### src/rtl/seq_det_pkg.sv
// rtl/seq_det_pkg.sv - shared types and helpers for the serial pattern detector
// Contents:
//   state_t     - detector FSM states (IDLE: unconfigured, RUN: detecting)
//   len_width() - width needed to hold a pattern length 0..pat_w
//   DEF_CNT_W   - default match counter width
//   DEF_CNT_SAT - saturation value of a default-width match counter
package seq_det_pkg;

    typedef enum logic {
        IDLE = 1'b0,
        RUN  = 1'b1
    } state_t;

    function automatic int len_width(input int pat_w);
        return $clog2(pat_w + 1);
    endfunction

    localparam int                   DEF_CNT_W   = 8;
    localparam logic [DEF_CNT_W-1:0] DEF_CNT_SAT = {DEF_CNT_W{1'b1}};

endpackage

### src/rtl/seq_det_sat_counter.sv
// rtl/seq_det_sat_counter.sv - saturating up-counter with synchronous clear
// Ports:
//   clk, reset - clock, asynchronous active-high reset
//   inc        - count up by one this cycle (held at all-ones)
//   clear      - return to zero this cycle (wins over inc)
//   cnt        - current count
module seq_det_sat_counter
    import seq_det_pkg::*;
#(
    parameter int W = DEF_CNT_W
) (
    input  logic         clk,
    input  logic         reset,
    input  logic         inc,
    input  logic         clear,
    output logic [W-1:0] cnt
);

    localparam logic [W-1:0] SAT = {W{1'b1}};

    logic [W-1:0] cnt_q;
    logic [W-1:0] cnt_d;

    always_comb begin
        cnt_d = cnt_q;
        if (clear) begin
            cnt_d = '0;
        end else if (inc && (cnt_q != SAT)) begin
            cnt_d = cnt_q + W'(1);
        end
    end

    always_ff @(posedge clk or posedge reset) begin
        if (reset) begin
            cnt_q <= '0;
        end else begin
            cnt_q <= cnt_d;
        end
    end

    assign cnt = cnt_q;

endmodule

### src/rtl/seq_pattern_detector.sv
// rtl/seq_pattern_detector.sv - programmable serial bit-pattern detector
// Build option: SEQDET_OUT_REG_EN registers detect (one cycle after the final bit).
// Ports:
//   clk, reset  - clock, asynchronous active-high reset
//   cfg_load    - latch pat / pat_len / overlap_en this cycle
//   pat         - pattern, pat[pat_len-1] oldest bit, pat[0] newest
//   pat_len     - active pattern length, legal 1..PAT_W
//   overlap_en  - 1 = overlapping matches, 0 = non-overlapping
//   in_valid    - in_bit qualifier
//   in_bit      - serial data
//   detect      - match pulse (same cycle as the final bit by default)
//   match_cnt   - saturating count of matches
//   cfg_err     - one-cycle pulse after a cfg_load with an illegal pat_len
//   armed       - detector configured (RUN)
module seq_pattern_detector
    import seq_det_pkg::*;
#(
    parameter int PAT_W = 8,
    parameter int CNT_W = DEF_CNT_W,
    parameter int LEN_W = len_width(PAT_W)
) (
    input  logic             clk,
    input  logic             reset,
    input  logic             cfg_load,
    input  logic [PAT_W-1:0] pat,
    input  logic [LEN_W-1:0] pat_len,
    input  logic             overlap_en,
    input  logic             in_valid,
    input  logic             in_bit,
    output logic             detect,
    output logic [CNT_W-1:0] match_cnt,
    output logic             cfg_err,
    output logic             armed
);

    state_t           state_q, state_d;
    logic [PAT_W-1:0] pat_q, pat_d;
    logic [LEN_W-1:0] len_q, len_d;
    logic             ovl_q, ovl_d;
    logic [PAT_W-2:0] hist_q, hist_d;
    logic [LEN_W-1:0] fill_q, fill_d;
    logic             cfg_err_q, cfg_err_d;

    logic [PAT_W-1:0] hist_ext;
    logic [PAT_W-1:0] len_mask;
    logic             cfg_legal;
    logic             accept;
    logic             fill_ok;
    logic             pat_hit;
    logic             det_raw;

    // Window of the last PAT_W bits including the one arriving now.
    assign hist_ext = {hist_q, in_bit};

    always_comb begin
        len_mask = '0;
        for (int i = 0; i < PAT_W; i++) begin
            len_mask[i] = (i < int'(len_q));
        end
    end

    assign cfg_legal = (pat_len != '0) && (pat_len <= LEN_W'(PAT_W));
    assign accept    = in_valid && !cfg_load && (state_q == RUN);
    // fill >= len-1, written as fill+1 >= len so len never underflows.
    assign fill_ok   = (({1'b0, fill_q} + (LEN_W+1)'(1)) >= {1'b0, len_q});
    assign pat_hit   = (((hist_ext ^ pat_q) & len_mask) == '0);
    assign det_raw   = accept && fill_ok && pat_hit;

    always_comb begin
        state_d   = state_q;
        pat_d     = pat_q;
        len_d     = len_q;
        ovl_d     = ovl_q;
        hist_d    = hist_q;
        fill_d    = fill_q;
        cfg_err_d = 1'b0;
        if (cfg_load) begin
            // A load always takes priority; any same-cycle bit is dropped.
            if (cfg_legal) begin
                state_d = RUN;
                pat_d   = pat;
                len_d   = pat_len;
                ovl_d   = overlap_en;
                hist_d  = '0;
                fill_d  = '0;
            end else begin
                cfg_err_d = 1'b1;
            end
        end else if (accept) begin
            if (det_raw && !ovl_q) begin
                // Non-overlap: discard every bit of the matched window.
                hist_d = '0;
                fill_d = '0;
            end else begin
                hist_d = hist_ext[PAT_W-2:0];
                if (fill_q != LEN_W'(PAT_W)) begin
                    fill_d = fill_q + LEN_W'(1);
                end
            end
        end
    end

    always_ff @(posedge clk or posedge reset) begin
        if (reset) begin
            state_q   <= IDLE;
            pat_q     <= '0;
            len_q     <= '0;
            ovl_q     <= 1'b0;
            hist_q    <= '0;
            fill_q    <= '0;
            cfg_err_q <= 1'b0;
        end else begin
            state_q   <= state_d;
            pat_q     <= pat_d;
            len_q     <= len_d;
            ovl_q     <= ovl_d;
            hist_q    <= hist_d;
            fill_q    <= fill_d;
            cfg_err_q <= cfg_err_d;
        end
    end

`ifdef SEQDET_OUT_REG_EN
    logic detect_q;
    logic detect_d;

    assign detect_d = det_raw;

    always_ff @(posedge clk or posedge reset) begin
        if (reset) begin
            detect_q <= 1'b0;
        end else begin
            detect_q <= detect_d;
        end
    end

    assign detect = detect_q;
`else
    assign detect = det_raw;
`endif

    seq_det_sat_counter #(
        .W(CNT_W)
    ) u_match_cnt (
        .clk  (clk),
        .reset(reset),
        .inc  (det_raw),
        .clear(1'b0),
        .cnt  (match_cnt)
    );

    assign cfg_err = cfg_err_q;
    assign armed   = (state_q == RUN);

endmodule

### config.mk
export PLATFORM = sky130hd
export DESIGN_NAME = seq_pattern_detector
export DESIGN_NICKNAME = d
export VERILOG_FILES = /design/src/rtl/seq_det_pkg.sv /design/src/rtl/seq_det_sat_counter.sv /design/src/rtl/seq_pattern_detector.sv
export SDC_FILE = /design/constraint.sdc
export NUM_CORES = 1
export LEC_CHECK = 0
export ABC_AREA = 0
export CAP_MARGIN = 10
export CORE_MARGIN = 2
export CORE_UTILIZATION = 55
export DETAILED_ROUTE_END_ITERATION = 6
export GPL_ROUTABILITY_DRIVEN = 0
export MAX_ROUTING_LAYER = met4
export PLACE_DENSITY = 0.92
export SLEW_MARGIN = 0
export SYNTH_ARGS = -nofsm -noshare
export SYNTH_HDL_FRONTEND = slang
export SYNTH_SLANG_ARGS = --single-unit
export TNS_END_PERCENT = 20
### constraint.sdc
create_clock -name clk -period 3.91 [get_ports clk]
set_input_delay 0.391 -clock clk [delete_from_list [all_inputs] [get_ports clk]]
set_output_delay 0.391 -clock clk [all_outputs]
set_load 0.02 [all_outputs]
==> results by group <==
Setup path
  • CP Capture Type: output pin
  • Reg2reg start: fill_q[0]
  • Crit path max fanout: 9
  • Worst Path Required: 3.52 ns
  • CP most frequent cell: ha_1
  • Worst R2R End: u_match_cnt.cnt[6]
  • R2R Setup Slk: 1.24 ns
  • Critical path's slowest cell: clkdlybuf4s50_1
  • WS Path Type: flop to output pin
  • Sequence of cells on the critical path: inv_1 > ha_1 > ha_1 > o211ai_1 > a21oi_1 > o2111ai_4 > nor2_1 > clkdlybuf4s50_1
  • Critical path launch point type: flop
  • Crit path DAT: 2.87 ns
  • Critical Path Start: fill_q[0]
  • Reg2Reg Depth: 8
  • Largest stage delay on the critical path: 0.61 ns

Synth
  • Synth area leader: dfrtp_1
  • Cell count after synthesis: 156
  • Most used DFF post-synth: dfrtp_1
  • Synth warn: 0
  • Seq/Total Area, Yosys: 0.471
  • Cell variety after synth: 37
  • Largest cells by area after synthesis: dfrtp_1 (47%), mux2_2 (8.7%), a32o_1 (5.0%)
  • Yosys top cell area share: 0.471
  • Synth cell count leaders: dfrtp_1 (34), mux2_2 (14), a32o_1 (9), xor2_1 (9)
  • Top-count cell post-synth: dfrtp_1
  • Post-synth EDFFs: 0
  • FFs w/ async S/R, synth: 1.00
  • Synth Register Bits: 34
  • Synth Cell Area: 1810 µm²
  • Mean post-synth cell area: 11.6 µm²
  • Synthesized Nets: 181

Clocking
  • Worst-path clk slew: 0.11 ns
  • H-tree Lvls: 2
  • Max Root-Sink Buffers: 2
  • Post-CTS Setup Inserts: 0
  • CTS tree: done
  • CTS Sinks: 34
  • Num CTS Buffers: 5
  • Clock root cell: clkbuf_4
  • Clk_lat worst skew: 0.35 ns
  • Post-cts sizing count: 0
  • Post-CTS Hold Buffers: 0

Place
  • I/O Buffers: 28
  • Hpwl dp: 2920 µm
  • Placement Cell Area: 2120 µm²

Die
  • Top Ports: 29
  • Die area: 3760 µm²
  • CORE AREA: 3080 µm²
  • Placement Rows: 20
  • Die width: 61.3 µm
  • Initial Utilization: 0.587
  • Die Height: 61.3 µm

STA
  • Worst-margin pin slew: 0.942 ns
  • Skew final: 0.00753 ns
  • Post-layout min period: 3.27 ns
  • Final setup vio count: 0
  • F_max: 306 MHz
  • Period utilisation layout: 0.835
  • Max Slew Vio Count: 0
  • RSZ-0062 raised after global routing: false
  • Final Hold Fails: 0
  • Setup_tns: 0 ns
  • Slew headroom: 0.372

Worst hold path
  • Worst min-delay path category: input pin to async pin

GRT
  • Initial antenna violation count: 0
  • Vias in the first global route: 1427
  • First-pass GRT wire length: 6670 µm
  • Global-route usage over all layers: 0.262
  • Largest net degree at the start of global routing: 26
  • Total grt overflow: 0

Cells and area
  • Layout net count: 213
  • Final instance area: 2200 µm²
  • Antenna cells: 0
  • Area growth, synth to finish: 21.8%
  • Post-layout util: 0.715
  • Proportion of layout cells with a drive suffix above 1: 0.159
  • Fillers: 227

Route
  • Pre-Repair DR Iteration Count: 5
  • Remaining antenna violation count after routing: 0
  • Avg WL per Cell: 17.1 µm
  • 1st-iter DRT viols: 61
  • DR vias: 1364
  • Drt drc: 0
  • Final WL: 3990 µm
  • Via-per-instance ratio: 5.85

Run status
  • Status: finished clean

Power and ir drop
  • Leak Pwr: 0.000952 µW
  • Peak supply drop: 0.320 mV
  • PwrDens: 445 nW/µm²

Job
  • Max-cap check violation count: 0
[area by class of cell]
type / count / area (µm²) / share of cell area
Sequential cell: 34 / 851 / 0.387
Tap cell: 44 / 55.1 / 0.0250
Timing Repair Buffer: 30 / 295 / 0.134
Clock buffer: 8 / 78.8 / 0.0358
Multi-Input combinational cell: 109 / 891 / 0.405
Inverter: 8 / 30.0 / 0.0136
[per-stage QoR]
step                      setup WS [ns]  std cells  hold slack, ns  total power, µW
final                             0.644        233           0.297              980
after global routing              0.515        233           0.328             1030
after CTS                         0.650        233           0.304              979
after detailed placement          0.944        225           0.493              734
after global placement             1.02        225           0.476              713
after floorplan                    1.48        156           0.481              640
[layer usage]
layer	share of wire	global-route usage	up-vias	routed length (µm)
met5	0	-	-	0
met4	0.033	0.118	0	133
met3	0.037	0.0693	15	148
met2	0.54	0.445	36	2160
met1	0.39	0.286	673	1550
li1	-	-	640	-
[where the power goes]
part	leakage (µW)	internal (µW)	switching [µW]
clock network	0.0000446	123	121
registers	0.000435	398	59.9
logic	0.000472	141	138
[cells by family (layout without fill, tap and decap cells)]
family          Yosys count  count (layout)  synth area share
xor+xnor                 16              16            0.0776
compound gates           30              30             0.149
simple gates             41              41             0.125
flops                    34              34             0.471
fa+ha+maj                 7               7            0.0485
mux                      15              15            0.0935
buf+inv                  13              46            0.0360
[worst max-delay path by stage]
stage	to	depth (start not counted)
3_5_place_dp	detect	7
4_1_cts	detect	8
3_3_place_gp	detect	7
5_1_grt	detect	8
2_1_floorplan	fill_q[3]	9
6_report	detect	8
[cells in the final DEF, fill, tap and decap left out, types with 2 or more instances in the layout]
cell type and instances:
buf_4 2, nand2_1 8, xnor2_1 7, clkbuf_4 5
nand3_1 6, nand2b_1 5, a32o_1 9, inv_1 8
a21oi_1 5, clkdlybuf4s50_1 28, dfrtp_1 34, clkbuf_8 3
ha_1 7, xor2_1 9, a22o_2 2, mux2_2 14
nor3_1 5, nor2_1 5, nand4_1 3, o21ai_0 5
nor4_1 2
[worst max-delay path, delay by kind of cell, from the launching register on]
family,cells,cell delay [ns]
AO/OA/AOI/OAI,3,0.54
adder cells (fa/ha/maj),2,0.66
buffers and inverters,2,0.71
flip-flops,1,0.45
AND/OR/NAND/NOR,1,0.16
[flip-flops by register name (all words and copies together), names as in the netlist]
name             count
fill_q               4
armed                1
len_q                4
pat_q                8
cfg_err              1
ovl_q                1
u_match_cnt.cnt      8
hist_q               7
No activity file was read; power rests on OpenSTA's default activity.
